### config.mk
export PLATFORM = sky130hd
export DESIGN_NAME = audio_mix_seq
export DESIGN_NICKNAME = d
export VERILOG_FILES = /design/src/rtl/audio_mix_pkg.sv /design/src/rtl/mix_saturate.sv /design/src/rtl/audio_mix_seq.sv
export SDC_FILE = /design/constraint.sdc
export NUM_CORES = 1
export LEC_CHECK = 0
export ABC_AREA = 1
export ABC_CLOCK_PERIOD_IN_PS = 20000
export BUFFER_PORTS_ARGS = -buffer_cell sky130_fd_sc_hd__buf_2
export CORE_MARGIN = 2
export CORE_UTILIZATION = 55
export DETAILED_ROUTE_END_ITERATION = 8
export GPL_ROUTABILITY_DRIVEN = 0
export HOLD_SLACK_MARGIN = 0.02
export PLACE_DENSITY = 0.81
export REMOVE_ABC_BUFFERS = 1
export SLEW_MARGIN = 20
export SYNTH_ARGS = -nofsm -noshare
export SYNTH_HDL_FRONTEND = slang
export SYNTH_SLANG_ARGS = --single-unit
### constraint.sdc
create_clock -name clk_sys -period 20 [get_ports clk_sys]
set_input_delay 4 -clock clk_sys [delete_from_list [all_inputs] [get_ports clk_sys]]
set_output_delay 4 -clock clk_sys [all_outputs]
set_load 0.05 [all_outputs]
### src/rtl/audio_mix_pkg.sv
// audio_mix_pkg
//   Shared types and constants for the time-multiplexed stereo mixer.
//   - mix_state_t : sequencer states
//   - GAIN_FRAC   : fractional bits of the Q1.3 channel gain
//   - GAIN_UNITY  : gain code for 1.0
//   - VOL_FULL    : master volume code for full scale (no attenuation)
//   - acc_width() : accumulator width that cannot wrap for NUM_CH full-scale terms
package audio_mix_pkg;

  typedef enum logic [1:0] {
    IDLE  = 2'd0,
    ACC   = 2'd1,
    SCALE = 2'd2,
    OUT   = 2'd3
  } mix_state_t;

  localparam int GAIN_FRAC  = 3;
  localparam int GAIN_UNITY = 8;
  localparam int VOL_FULL   = 7;

  function automatic int acc_width(input int in_w, input int gain_w, input int num_ch);
    return in_w + gain_w + $clog2(num_ch) + 1;
  endfunction

endpackage

### src/rtl/mix_saturate.sv
// mix_saturate
//   Width-generic signed saturator. Clamps a signed IN_W value into the
//   signed OUT_W range and flags when clamping happened. Purely combinational.
//   Ports:
//     din  in  IN_W   signed value to limit (IN_W > OUT_W)
//     dout out OUT_W  limited value
//     clip out 1      1 when din was outside the OUT_W range
module mix_saturate #(
  parameter int IN_W  = 24,
  parameter int OUT_W = 16
) (
  input  logic signed [IN_W-1:0]  din,
  output logic signed [OUT_W-1:0] dout,
  output logic                    clip
);

  localparam logic signed [IN_W-1:0] MAX_V = {{(IN_W-OUT_W+1){1'b0}}, {(OUT_W-1){1'b1}}};
  localparam logic signed [IN_W-1:0] MIN_V = {{(IN_W-OUT_W+1){1'b1}}, {(OUT_W-1){1'b0}}};

  always_comb begin
    dout = din[OUT_W-1:0];
    clip = 1'b0;
    if (din > MAX_V) begin
      dout = MAX_V[OUT_W-1:0];
      clip = 1'b1;
    end else if (din < MIN_V) begin
      dout = MIN_V[OUT_W-1:0];
      clip = 1'b1;
    end
  end

endmodule

### src/rtl/audio_mix_seq.sv
// audio_mix_seq
//   Time-multiplexed stereo mixer. A sample strobe snapshots every channel,
//   the sequencer accumulates one channel per clock (format conversion, gain,
//   mute), applies the master volume, saturates and registers one stereo sample.
//
//   state | meaning
//   ------+------------------------------------------------------------
//   IDLE  | waiting for ce_sample; a strobe snapshots inputs
//   ACC   | adds channel idx (L and R) into the accumulators
//   SCALE | removes gain fraction, applies master volume, aligns to OUT_W
//   OUT   | saturates, registers outputs, pulses out_valid_o
//
//   Ports:
//     clk_sys, res_n          clock, synchronous active-low reset
//     ce_sample               one-cycle sample strobe
//     ch_l_i / ch_r_i         packed channel samples, channel k at [k*IN_W +: IN_W]
//     ch_signed_i             1 = two's complement, 0 = offset binary
//     ch_gain_i               packed Q1.3 gains
//     ch_mute_i               1 = channel contributes 0
//     master_vol_i            0 = mute, 7 = full scale, 6 dB per step
//     out_l_o / out_r_o       mixed sample, held between pulses
//     out_valid_o             one-cycle update pulse
//     clip_l_o / clip_r_o     saturation flags, only high with out_valid_o
//     busy_o                  sample in progress
//     overrun_o               sticky: strobe arrived while busy
module audio_mix_seq
  import audio_mix_pkg::*;
#(
  parameter int NUM_CH = 8,
  parameter int IN_W   = 16,
  parameter int OUT_W  = 16,
  parameter int GAIN_W = 4
) (
  input  logic                       clk_sys,
  input  logic                       res_n,
  input  logic                       ce_sample,
  input  logic [NUM_CH*IN_W-1:0]     ch_l_i,
  input  logic [NUM_CH*IN_W-1:0]     ch_r_i,
  input  logic [NUM_CH-1:0]          ch_signed_i,
  input  logic [NUM_CH*GAIN_W-1:0]   ch_gain_i,
  input  logic [NUM_CH-1:0]          ch_mute_i,
  input  logic [2:0]                 master_vol_i,
  output logic signed [OUT_W-1:0]    out_l_o,
  output logic signed [OUT_W-1:0]    out_r_o,
  output logic                       out_valid_o,
  output logic                       clip_l_o,
  output logic                       clip_r_o,
  output logic                       busy_o,
  output logic                       overrun_o
);

  localparam int ACC_W  = acc_width(IN_W, GAIN_W, NUM_CH);
  localparam int TERM_W = IN_W + GAIN_W + 1;
  localparam int SC_W   = ACC_W + OUT_W - IN_W;
  localparam int IDX_W  = $clog2(NUM_CH);
  localparam logic [IN_W-1:0] SIGN_BIT = {1'b1, {(IN_W-1){1'b0}}};

  mix_state_t state, state_n;

  logic [NUM_CH*IN_W-1:0]   snap_l, snap_r;
  logic [NUM_CH-1:0]        snap_signed, snap_mute;
  logic [NUM_CH*GAIN_W-1:0] snap_gain;
  logic [2:0]               snap_vol;
  logic [IDX_W-1:0]         idx;
  logic                     idx_last;

  logic signed [ACC_W-1:0]  acc_l, acc_r, acc_l_n, acc_r_n;
  logic signed [SC_W-1:0]   scaled_l, scaled_r, scaled_l_n, scaled_r_n;
  logic signed [OUT_W-1:0]  sat_l, sat_r;
  logic                     sat_clip_l, sat_clip_r;

  logic signed [IN_W-1:0]   x_l, x_r;
  logic signed [GAIN_W:0]   gain_s;
  logic signed [TERM_W-1:0] term_l, term_r;
  logic signed [ACC_W-1:0]  shr_l, shr_r;
  logic [2:0]               vol_sh;

  assign idx_last = (idx == IDX_W'(NUM_CH - 1));
  assign busy_o   = (state != IDLE);

  always_ff @(posedge clk_sys) begin
    if (!res_n) state <= IDLE;
    else        state <= state_n;
  end

  always_comb begin
    state_n = state;
    case (state)
      IDLE:    if (ce_sample) state_n = ACC;
      ACC:     if (idx_last)  state_n = SCALE;
      SCALE:   state_n = OUT;
      OUT:     state_n = IDLE;
      default: state_n = IDLE;
    endcase
  end

  // Current channel term: offset-binary sources flip the MSB to become signed,
  // gain is zero-extended so 15 stays positive.
  always_comb begin
    x_l    = snap_signed[idx] ? snap_l[idx*IN_W +: IN_W] : (snap_l[idx*IN_W +: IN_W] ^ SIGN_BIT);
    x_r    = snap_signed[idx] ? snap_r[idx*IN_W +: IN_W] : (snap_r[idx*IN_W +: IN_W] ^ SIGN_BIT);
    gain_s = {1'b0, snap_gain[idx*GAIN_W +: GAIN_W]};
    term_l = '0;
    term_r = '0;
    if (!snap_mute[idx]) begin
      term_l = TERM_W'(x_l) * TERM_W'(gain_s);
      term_r = TERM_W'(x_r) * TERM_W'(gain_s);
    end
    acc_l_n = acc_l + ACC_W'(term_l);
    acc_r_n = acc_r + ACC_W'(term_r);
  end

  // Gain fraction and volume attenuation are both arithmetic right shifts,
  // so they collapse into one shift chain ahead of the OUT_W alignment.
  always_comb begin
    vol_sh     = 3'(VOL_FULL) - snap_vol;
    shr_l      = (acc_l >>> GAIN_FRAC) >>> vol_sh;
    shr_r      = (acc_r >>> GAIN_FRAC) >>> vol_sh;
    scaled_l_n = '0;
    scaled_r_n = '0;
    if (snap_vol != 3'd0) begin
      scaled_l_n = SC_W'(shr_l) <<< (OUT_W - IN_W);
      scaled_r_n = SC_W'(shr_r) <<< (OUT_W - IN_W);
    end
  end

  mix_saturate #(.IN_W(SC_W), .OUT_W(OUT_W)) u_sat_l (
    .din  (scaled_l),
    .dout (sat_l),
    .clip (sat_clip_l)
  );

  mix_saturate #(.IN_W(SC_W), .OUT_W(OUT_W)) u_sat_r (
    .din  (scaled_r),
    .dout (sat_r),
    .clip (sat_clip_r)
  );

  always_ff @(posedge clk_sys) begin
    if (!res_n) begin
      snap_l      <= '0;
      snap_r      <= '0;
      snap_signed <= '0;
      snap_mute   <= '0;
      snap_gain   <= '0;
      snap_vol    <= '0;
      idx         <= '0;
      acc_l       <= '0;
      acc_r       <= '0;
      scaled_l    <= '0;
      scaled_r    <= '0;
      out_l_o     <= '0;
      out_r_o     <= '0;
      out_valid_o <= 1'b0;
      clip_l_o    <= 1'b0;
      clip_r_o    <= 1'b0;
      overrun_o   <= 1'b0;
    end else begin
      out_valid_o <= 1'b0;
      clip_l_o    <= 1'b0;
      clip_r_o    <= 1'b0;
      if (ce_sample && state != IDLE) overrun_o <= 1'b1;
      case (state)
        IDLE: begin
          if (ce_sample) begin
            snap_l      <= ch_l_i;
            snap_r      <= ch_r_i;
            snap_signed <= ch_signed_i;
            snap_mute   <= ch_mute_i;
            snap_gain   <= ch_gain_i;
            snap_vol    <= master_vol_i;
            idx         <= '0;
            acc_l       <= '0;
            acc_r       <= '0;
          end
        end
        ACC: begin
          acc_l <= acc_l_n;
          acc_r <= acc_r_n;
          idx   <= idx_last ? '0 : idx + 1'b1;
        end
        SCALE: begin
          scaled_l <= scaled_l_n;
          scaled_r <= scaled_r_n;
        end
        OUT: begin
          out_l_o     <= sat_l;
          out_r_o     <= sat_r;
          clip_l_o    <= sat_clip_l;
          clip_r_o    <= sat_clip_r;
          out_valid_o <= 1'b1;
        end
        default: ;
      endcase
    end
  end

endmodule
==> results of run 1 <==
==> sequential cells by signal, summed over array words and instances (netlist names), 16 cells and up <==
register	cells
scaled_l	21
acc_r	24
snap_gain	32
out_l_o	16
scaled_r	21
snap_l	128
acc_l	24
snap_r	128
out_r_o	16
==> per-layer routing <==
| layer | share of wire, % | GRT usage [%] | wire [µm] | vias to the layer above |
|---|---|---|---|---|
| met4 | 3.2 | 9.92 | 2140 | 0 |
| li1 | - | - | - | 12900 |
| met3 | 5.1 | 3.32 | 3350 | 122 |
| met1 | 45 | 34.8 | 30000 | 11400 |
| met2 | 46 | 44.1 | 30700 | 652 |
| met5 | 0 | 0 | 0 | - |
==> cells by family (layout without fill, tap and decap cells) <==
group,Yosys count,after routing
AOI/OAI and AO/OA,1048,1048
xor gates and xnor gates,23,23
adders and majority gates,199,199
buffers and inverters,556,771
DFF,438,438
muxes,3,3
other,0,1
and+or+nand+nor,1590,1590
==> through the flow <==
stage	std cells	area (µm²)	util, %	power [mW]	setup slack (ns)
after floorplan	3622	25000	-	3.27	7.53
after global placement	4598	27700	59.4	3.83	11.56
after detailed placement	4598	27700	59.4	3.89	11.34
after CTS	4679	29100	62.5	4.73	11.32
after global routing	4680	29100	62.5	5.21	10.26
final	4680	29100	62.5	4.73	11.16
==> power breakdown <==
part | internal, mW | leakage [nW] | total, mW | switching, mW
clock network | 0.465 | 0.705 | 0.821 | 0.357
logic | 0.907 | 9.02 | 2.68 | 1.77
registers | 1.09 | 3.60 | 1.23 | 0.141
total | 2.46 | 13.3 | 4.73 | 2.27
==> worst max-delay path, delay by kind of cell, from the launching register on <==
kind	cells	cell delay [ns]
xor gates and xnor gates	1	0.14
and+or+nand+nor	24	2.36
adders and majority gates	5	2.10
buffers and inverters	5	1.85
DFF	1	0.87
AOI/OAI and AO/OA	7	1.28
==> cell usage after synthesis, types with 8 or more instances <==
library cell	number	share of area [%]
sky130_fd_sc_hd__nor2_1	903	13
sky130_fd_sc_hd__o21ai_0	638	12
sky130_fd_sc_hd__nand2_1	545	7.9
sky130_fd_sc_hd__dfxtp_1	438	34
sky130_fd_sc_hd__inv_1	311	4.5
sky130_fd_sc_hd__a21oi_1	276	5.3
sky130_fd_sc_hd__clkbuf_1	200	2.9
sky130_fd_sc_hd__ha_1	131	6.3
sky130_fd_sc_hd__nand3_1	81	1.6
sky130_fd_sc_hd__fa_1	68	5.3
sky130_fd_sc_hd__o22ai_1	62	1.5
sky130_fd_sc_hd__buf_1	17	0.25
sky130_fd_sc_hd__o21ai_1	16	0.31
sky130_fd_sc_hd__or2_2	14	0.34
sky130_fd_sc_hd__xor2_1	14	0.47
sky130_fd_sc_hd__buf_2	12	0.23
sky130_fd_sc_hd__o211ai_1	12	0.35
sky130_fd_sc_hd__nand3_2	11	0.43
sky130_fd_sc_hd__nand2_2	10	0.24
sky130_fd_sc_hd__nor3_1	10	0.19
sky130_fd_sc_hd__a31oi_1	9	0.22
sky130_fd_sc_hd__xnor2_1	8	0.27
==> layout make-up <==
type                            instances  area (µm²)
Inverter                              321        1220
Clock inverter                         18         163
Multi-Input combinational cell       2863       15000
Antenna cell                            1        2.50
Tap cell                              607         759
Sequential cell                       438        8770
Timing Repair Buffer                  369        1910
Clock buffer                           63        1280
Fill cell                            4354       17400
==> final timing paths <==
kind                       start        endpoint  slack, ns
setup / recovery          idx[0]       acc_l[23]      11.16
hold / removal    snap_signed[4]  snap_signed[4]       0.45
setup reg to reg          idx[0]       acc_l[23]      11.16
hold reg to reg   snap_signed[4]  snap_signed[4]       0.45
==> impl_metrics.toml, run 1 <==
[routing]
drt_first_iter_violations = 1850
postRouteAntennaNets = 0
wl_um = 66200
drcViolationCount = 0
drt-vias-per-instance = 5.36
wire_per_inst_um = 14.1
firstDrtPassIters = 5
vias = 25100

[timing]
tightest_slew_ns = 1.06
hold_viol = 0
fmax_ghz = 0.113
rsz0062_at_grt = "no"
worst_hold_margin_ns = 0.453
timing.final.crit_period_ns = 8.84
setup_tns_ns = 0
slew_violations = 0
relSlewSlack_pct = 29.6
report.final.setup_viol = 0
timing.final.crit_share_pct = 44.2
skew_ns = 0.0194

[clock_network]
clock-root-buffer = "sky130_fd_sc_hd__clkbuf_16"
cts_inserted_buffers = 45
cts_htree_levels = 2
clock_sinks = 438
cts_tree = "yes"
cts.reportedPaths.clkPinSlew_ns = 0.06
postCtsSetupRepairBufs = 0
post_cts_resized = 0
cts_hold_buffers = 0
clock_latency_ns = 0.59
ctsLongestPathBuffers = 3

[min_path]
holdCritPathClass = "reg -> reg"
hold_path_depth = 2

[global_routing]
globalRoute.totalOverflow = 0
grt_antenna_before_repair = 1
grt_pass1_wl_um = 109000
grt_max_degree = 118
grt_pass1_vias = 23000
global_route.usage.total_pct = 26.3

[yosys]
yosys_register_bits = 438
synth_compound_gate_area_share_pct = 21.1
synth-edff-count = 0
synth.yosys.seq_area_share_pct = 33.9
combinational_family_with_the_most_area_after_synthesis = "simple AND/OR/NAND/NOR gates"
post_synth_num_cell_types = 47
synthesis.area_per_instance_um2 = 6.72
mappedNetlistArea_mm2 = 0.0259
area_share_of_fa_ha_maj_cells_after_synthesis_pct = 11.6
synth_mux_area_share_pct = 0.116
xor_xnor_share_of_the_synthesized_area_pct = 0.807
async_reset_ff_share_pct = 0
simple_gate_share_of_the_synthesized_area_pct = 24.2
ys.warnings.count = 0
syn_inst = 3857
dominantRegCellSynth = "sky130_fd_sc_hd__dfxtp_1"

[critical_path]
crit_path_max_incr_delay_ns = 0.87
start_kind = "flip-flop"
crit_fanout = 92
slowest_stage = "sky130_fd_sc_hd__dfxtp_4"
critical_path_required_ns = 20.42
ff2ff_path_depth = 42
critPathKind = "reg -> reg"
cp_data_arrival_time_ns = 9.27
crit_top_cell = "sky130_fd_sc_hd__nand2_1"
crit_path_end_kind = "flip-flop"

[place]
port-buffer-count = 346
detailedPlacementHpwl_um = 47000

[run_status]
run_status = "finished, final reports clean"

[pwr]
ir_drop_v = 0.0000866
power_density_mw_per_mm2 = 163
p_leak_nw = 13.3

[final_layout]
layout-area-overhead-vs-synth_pct = 12.4
layout.cells.most_common = "sky130_fd_sc_hd__nor2_1"
most-common-layout-cells = "sky130_fd_sc_hd__nor2_1 (902), sky130_fd_sc_hd__o21ai_0 (638), sky130_fd_sc_hd__nand2_1 (544)"
finish.net_count = 4547
drive_gt1_share_pct = 12.1

[floorplanning]
chipHeight_um = 221
core_area_mm2 = 0.0466
initial_core_util_pct = 55.6
boundaryPins = 347
fp.dieW_um = 221
dieArea_mm2 = 0.0488
placementRows = 79

[job]
cap_violations = 0
Note: power is estimated with default switching activity, not from simulation.
==> run 2, diff against run 1 <==
--- a/config.mk
+++ b/config.mk
@@ -5,15 +5,15 @@
 export SDC_FILE = /design/constraint.sdc
 export NUM_CORES = 1
 export LEC_CHECK = 0
-export ABC_AREA = 1
-export ABC_CLOCK_PERIOD_IN_PS = 20000
+export ABC_AREA = 0
+export ABC_CLOCK_PERIOD_IN_PS = 9300
 export BUFFER_PORTS_ARGS = -buffer_cell sky130_fd_sc_hd__buf_2
 export CORE_MARGIN = 2
 export CORE_UTILIZATION = 55
 export DETAILED_ROUTE_END_ITERATION = 8
 export GPL_ROUTABILITY_DRIVEN = 0
 export HOLD_SLACK_MARGIN = 0.02
-export PLACE_DENSITY = 0.81
+export PLACE_DENSITY = 0.8
 export REMOVE_ABC_BUFFERS = 1
 export SLEW_MARGIN = 20
 export SYNTH_ARGS = -nofsm -noshare
==> constraint.sdc (replaced) <==
create_clock -name clk_sys -period 9.3 [get_ports clk_sys]
set_input_delay 1.86 -clock clk_sys [delete_from_list [all_inputs] [get_ports clk_sys]]
set_output_delay 1.86 -clock clk_sys [all_outputs]
set_load 0.05 [all_outputs]
==> run 2 against run 1 <==
Final cell count is 15% lower. Critical path type unchanged. Sequential power increased by 93%. Via count is 13% lower. Setup slack worse by 10 ns. Hold slack improved by 0.0095 ns. Power increased by 46%. Die area up 2.6%. Critical path depth down 11.
==> impl_metrics.toml, run 2 <==
[global_routing]
globalRoute.totalOverflow = 0
grt_pass1_wl_um = 103000
grt_max_degree = 218
global_route.usage.total_pct = 24.7
grt_antenna_before_repair = 2
grt_pass1_vias = 20900

[yosys]
synth.top_cell.area_share_pct = 33.0
ys.warnings.count = 0
yosys_register_bits = 438
simple_gate_share_of_the_synthesized_area_pct = 17.7
combinational_family_with_the_most_area_after_synthesis = "compound AO/OA/AOI/OAI gates"
area_share_of_fa_ha_maj_cells_after_synthesis_pct = 11.3
dominantRegCellSynth = "sky130_fd_sc_hd__dfxtp_1"
mappedNetlistArea_mm2 = 0.0266
yosysTopAreaCell = "sky130_fd_sc_hd__dfxtp_1"
xor_xnor_share_of_the_synthesized_area_pct = 2.91
syn_inst = 3113
post_synth_num_cell_types = 68
synth_mux_area_share_pct = 11.0
synth_most_common_cell = "sky130_fd_sc_hd__nand2_1"
synthesis.area_per_instance_um2 = 8.54
synth_compound_gate_area_share_pct = 18.4
synth.area.top_cells = "sky130_fd_sc_hd__dfxtp_1 (33%), sky130_fd_sc_hd__a21boi_0 (9.6%), sky130_fd_sc_hd__nand2_1 (9.4%)"
synth-edff-count = 0
synth.yosys.seq_area_share_pct = 33.0
netlist_top_cells_count = "sky130_fd_sc_hd__nand2_1 (667), sky130_fd_sc_hd__dfxtp_1 (438), sky130_fd_sc_hd__a21boi_0 (340)"
async_reset_ff_share_pct = 0

[critical_path]
crit_path_end_kind = "flip-flop"
crit_fanout = 22
cp_data_arrival_time_ns = 8.81
crit_path_max_incr_delay_ns = 0.62
critPathKind = "reg -> reg"
critical_path_required_ns = 9.78
start_kind = "flip-flop"
slowest_stage = "sky130_fd_sc_hd__dfxtp_4"

[final_layout]
layout.cells.most_common = "sky130_fd_sc_hd__nand2_1"
layout-area-overhead-vs-synth_pct = 13.8
most-common-layout-cells = "sky130_fd_sc_hd__nand2_1 (666), sky130_fd_sc_hd__dfxtp_1 (432), sky130_fd_sc_hd__buf_2 (345)"
finish.net_count = 3846
drive_gt1_share_pct = 17.8
reg_top3 = "snap_l (128), snap_r (128), snap_gain (32)"
fill_cells = 4078
layout.core_utilization_pct = 63.4
number_of_cells_in_the_finished_layout_apart_from_fillers = 3987

[routing]
drt-vias-per-instance = 5.46
vias = 21800
firstDrtPassIters = 7
wl_um = 62200
wire_per_inst_um = 15.6
drt_first_iter_violations = 1456
postRouteAntennaNets = 0
drcViolationCount = 0

[pwr]
swShare_pct = 38.0
clock_power_share_pct = 27.0
sequentialPowerShare_pct = 34.5
p_leak_nw = 12.6
internal_power_mw = 4.28
p_switching_mw = 2.63
power_density_mw_per_mm2 = 228
ir_drop_v = 0.000263
power_frac_comb_pct = 38.5

[floorplanning]
initial_core_util_pct = 55.7
placementRows = 80
dieArea_mm2 = 0.0501
chipHeight_um = 224
fp.dieW_um = 224
boundaryPins = 347
core_area_mm2 = 0.0477

[timing]
fmax_ghz = 0.120
report.final.setup_viol = 0
hold_viol = 0
timing.final.crit_period_ns = 8.33
timing.final.crit_share_pct = 89.6
slew_violations = 0
relSlewSlack_pct = 33.0
skew_ns = 0.0153
layout_setup_ws_ns = 0.967
tightest_slew_ns = 1.01
rsz0062_at_grt = "no"

[run_status]
run_status = "finished, final reports clean"

[place]
place_worst_setup_slack_ns = 1.08
numPlacedInstances = 3903
port-buffer-count = 346
detailedPlacementHpwl_um = 44800

[min_path]
holdCritPathClass = "reg -> reg"

[clock_network]
ctsLongestPathBuffers = 3
clock_latency_ns = 0.59
cts_inserted_buffers = 47
clock_sinks = 438
postCtsSetupRepairBufs = 0
clock-root-buffer = "sky130_fd_sc_hd__clkbuf_16"
post_cts_resized = 0
cts.reportedPaths.clkPinSlew_ns = 0.06
cts_hold_buffers = 0
cts_tree = "yes"
cts_htree_levels = 2

[job]
cap_violations = 0
==> run 2: cell count changes in the layout (fill, tap and decap cells not counted), moves of 44 or more <==
cell,previous run,this run
sky130_fd_sc_hd__o21ai_0,638,37
sky130_fd_sc_hd__nand3_1,81,12
sky130_fd_sc_hd__inv_1,309,204
sky130_fd_sc_hd__mux2i_1,3,99
sky130_fd_sc_hd__a21boi_0,2,340
sky130_fd_sc_hd__a21oi_1,276,100
sky130_fd_sc_hd__nor2b_1,0,61
sky130_fd_sc_hd__and2_1,0,50
sky130_fd_sc_hd__nand2_1,544,666
sky130_fd_sc_hd__mux4_2,0,80
sky130_fd_sc_hd__nand2b_1,0,44
sky130_fd_sc_hd__nor2_1,902,179
==> run 2: cells by family after synthesis <==
kind of cell,Yosys count
flip-flops,438
AND/OR/NAND/NOR,1096
adder cells (fa/ha/maj),199
buffers and inverters,406
AO/OA/AOI/OAI,700
multiplexers,190
XOR/XNOR,84
==> run 2: area by class of cell <==
class	instances	area [µm²]	share of cell area (%)
multi-input combinational	2269	16400	54.1
sequential	438	8780	29.0
timing repair buffer	376	2000	6.63
clock buffer	68	1400	4.62
inverter	205	769	2.54
tap	615	769	2.54
clock inverter	15	158	0.521
antenna	1	2.50	0.00827
==> run 2: path summary, 6_finish.rpt <==
check	from	endpoint	slack [ns]	cells after the start
worst max-delay path	idx[0]	acc_l[23]	0.97	31
worst min-delay path	snap_l[117]	snap_l[117]	0.46	2
worst max register to register	idx[0]	acc_l[23]	0.97	31
worst min register to register	snap_l[117]	snap_l[117]	0.46	2
==> run 2: worst max-delay path: cells and delay by family, from the launching register on <==
kind / cells / cell delay (ns)
AOI/OAI and AO/OA: 13 / 2.96
xor gates and xnor gates: 1 / 0.16
adders and majority gates: 5 / 2.02
buffers and inverters: 2 / 0.09
DFF: 1 / 0.62
muxes: 2 / 1.10
and+or+nand+nor: 8 / 1.27
==> run 2: power groups by stage <==
stage / logic, mW / clock network (mW) / registers (mW)
2_1_floorplan: 2.13 / 0 / 2.42
3_3_place_gp: 2.61 / 0 / 2.41
3_5_place_dp: 2.65 / 0 / 2.42
4_1_cts: 2.67 / 1.90 / 2.38
5_1_grt: 2.99 / 1.97 / 2.42
6_report: 2.66 / 1.86 / 2.38
==> run 2: routing by layer <==
metal  vias up  global-route usage, %  share of wire, %
met5         -                      0             0.021
met3        90                   2.82               4.6
met1     10200                   34.3                47
met4         2                   6.99               2.2
li1      10900                      -                 -
met2       488                   40.7                46
==> run 2: through the flow <==
stage / TNS, ns / total power, mW / cell area [µm²] / hold WS, ns
6_report: 0 / 6.91 / 30300 / 0.462
5_1_grt: 0 / 7.37 / 30300 / 0.479
4_1_cts: 0 / 6.95 / 30200 / 0.463
3_5_place_dp: 0 / 5.07 / 28700 / 0.455
3_3_place_gp: 0 / 5.02 / 28700 / 0.447
2_1_floorplan: -1095.70 / 4.55 / 25800 / 0.440
==> run 3, diff against run 2 <==
==> constraint.sdc (replaced) <==
create_clock -name clk_sys -period 9.3 [get_ports clk_sys]
set_input_delay 0.93 -clock clk_sys [delete_from_list [all_inputs] [get_ports clk_sys]]
set_output_delay 0.93 -clock clk_sys [all_outputs]
set_load 0.05 [all_outputs]
==> run 3 against run 2 <==
First-iteration DRC count fell by 1.6%. Die area did not move. Combinational power barely moved. Final cell count did not move. Register-to-register slack got worse by 0.02 ns. Largest power group unchanged. Global-route usage fell by 0.18 points. Sequential share of layout area rose by 0.085 points. Setup slack got worse by 0.020 ns. Via count fell by 1.0%. Hold slack got worse by 0.0025 ns. Sequential cell count did not move. Non-clock buffer count fell by 3.
==> impl_metrics.toml, run 3 (synthesized netlist as in run 2, its figures left out) <==
[run_status]
run_status = "finished, final reports clean"

[clock_network]
ctsLongestPathBuffers = 3
cts_htree_levels = 2
clock-root-buffer = "sky130_fd_sc_hd__clkbuf_16"
clock_sinks = 438
cts_tree = "yes"
clock_latency_ns = 0.59
cts_inserted_buffers = 47
cts_hold_buffers = 0
post_cts_resized = 0
postCtsSetupRepairBufs = 0
cts.reportedPaths.clkPinSlew_ns = 0.06

[pwr]
sequentialPowerShare_pct = 34.9
power_density_mw_per_mm2 = 227
p_leak_nw = 12.6
clock_power_share_pct = 26.5
ir_drop_v = 0.000234
swShare_pct = 38.0
internal_power_mw = 4.24
p_switching_mw = 2.60
power_frac_comb_pct = 38.6

[routing]
wire_per_inst_um = 15.5
wl_um = 62000
firstDrtPassIters = 6
postRouteAntennaNets = 0
vias = 21500
drt_first_iter_violations = 1432
drcViolationCount = 0
drt-vias-per-instance = 5.40

[critical_path]
crit_path_max_incr_delay_ns = 0.66
cp_data_arrival_time_ns = 8.83
crit_fanout = 22
crit_path_end_kind = "flip-flop"
start_kind = "flip-flop"
critPathKind = "reg -> reg"
ff2ff_path_depth = 32
critical_path_required_ns = 9.77
slowest_stage = "sky130_fd_sc_hd__dfxtp_4"

[final_layout]
layout.core_utilization_pct = 63.2
layout-area-overhead-vs-synth_pct = 13.4
reg_top3 = "snap_l (128), snap_r (128), snap_gain (32)"
layout.cells.most_common = "sky130_fd_sc_hd__nand2_1"
finish.net_count = 3843
most-common-layout-cells = "sky130_fd_sc_hd__nand2_1 (666), sky130_fd_sc_hd__dfxtp_1 (432), sky130_fd_sc_hd__buf_2 (345)"
drive_gt1_share_pct = 17.6

[timing]
skew_ns = 0.0290
setup_tns_ns = 0
fmax_ghz = 0.120
slew_violations = 0
timing.final.crit_share_pct = 89.8
report.final.setup_viol = 0
tightest_slew_ns = 1.24
timing.final.crit_period_ns = 8.35
relSlewSlack_pct = 17.5
rsz0062_at_grt = "no"
hold_viol = 0
worst_hold_margin_ns = 0.460

[global_routing]
grt_pass1_wl_um = 102000
grt_max_degree = 264
grt_antenna_before_repair = 2
grt_pass1_vias = 20500
global_route.usage.total_pct = 24.5
globalRoute.totalOverflow = 0

[place]
detailedPlacementHpwl_um = 44300
port-buffer-count = 346

[floorplanning]
chipHeight_um = 224
dieArea_mm2 = 0.0501
fp.dieW_um = 224
core_area_mm2 = 0.0477
boundaryPins = 347
placementRows = 80
initial_core_util_pct = 55.7

[min_path]
holdCritPathClass = "reg -> reg"
hold_path_depth = 2

[job]
cap_violations = 0
run 3: final cells by class:
type	count	area (µm²)
Antenna cell	1	2.50
Clock buffer	71	1360
Clock inverter	15	125
Fill cell	4100	17600
Inverter	205	769
Multi-Input combinational cell	2269	16400
Sequential cell	438	8780
Tap cell	615	769
Timing Repair Buffer	373	1980
run 3: critical path: cells and delay by family, from the launching register on:
kind / cells / cell delay [ns]
AO/OA/AOI/OAI: 13 / 2.94
XOR/XNOR: 1 / 0.15
adder cells (fa/ha/maj): 5 / 2.04
buffers and inverters: 3 / 0.40
flip-flops: 1 / 0.66
multiplexers: 2 / 0.85
AND/OR/NAND/NOR: 8 / 1.19
run 3: worst paths after layout:
check / from / endpoint / slack [ns]
hold / removal: snap_l[59] / snap_l[59] / 0.46
hold reg to reg: snap_l[59] / snap_l[59] / 0.46
setup reg to reg: idx[0] / acc_l[23] / 0.95
setup / recovery: idx[0] / acc_l[23] / 0.95
run 3: power groups by stage:
stage	logic [mW]	clock network [mW]	registers [mW]
after floorplan	2.13	0	2.42
after global placement	2.59	0	2.41
after detailed placement	2.64	0	2.42
after CTS	2.65	1.85	2.38
after global routing	2.98	1.92	2.42
final	2.64	1.82	2.39
run 3: routing by layer:
metal	wire length [µm]	vias up	track usage, %
met5	15	-	0
met4	1500	2	7.72
met3	3320	91	3.34
met2	28700	482	39.4
met1	28500	10000	34.2
li1	-	11000	-
run 3: stage by stage:
step | cell area [µm²] | setup slack (ns) | cells | power [mW]
6_report | 30200 | 0.947 | 3987 | 6.84
5_1_grt | 30200 | 0.272 | 3987 | 7.32
4_1_cts | 30200 | 0.949 | 3986 | 6.88
3_5_place_dp | 28700 | 0.974 | 3900 | 5.06
3_3_place_gp | 28700 | 1.16 | 3900 | 5.00
2_1_floorplan | 25800 | -6.97 | 2912 | 4.55
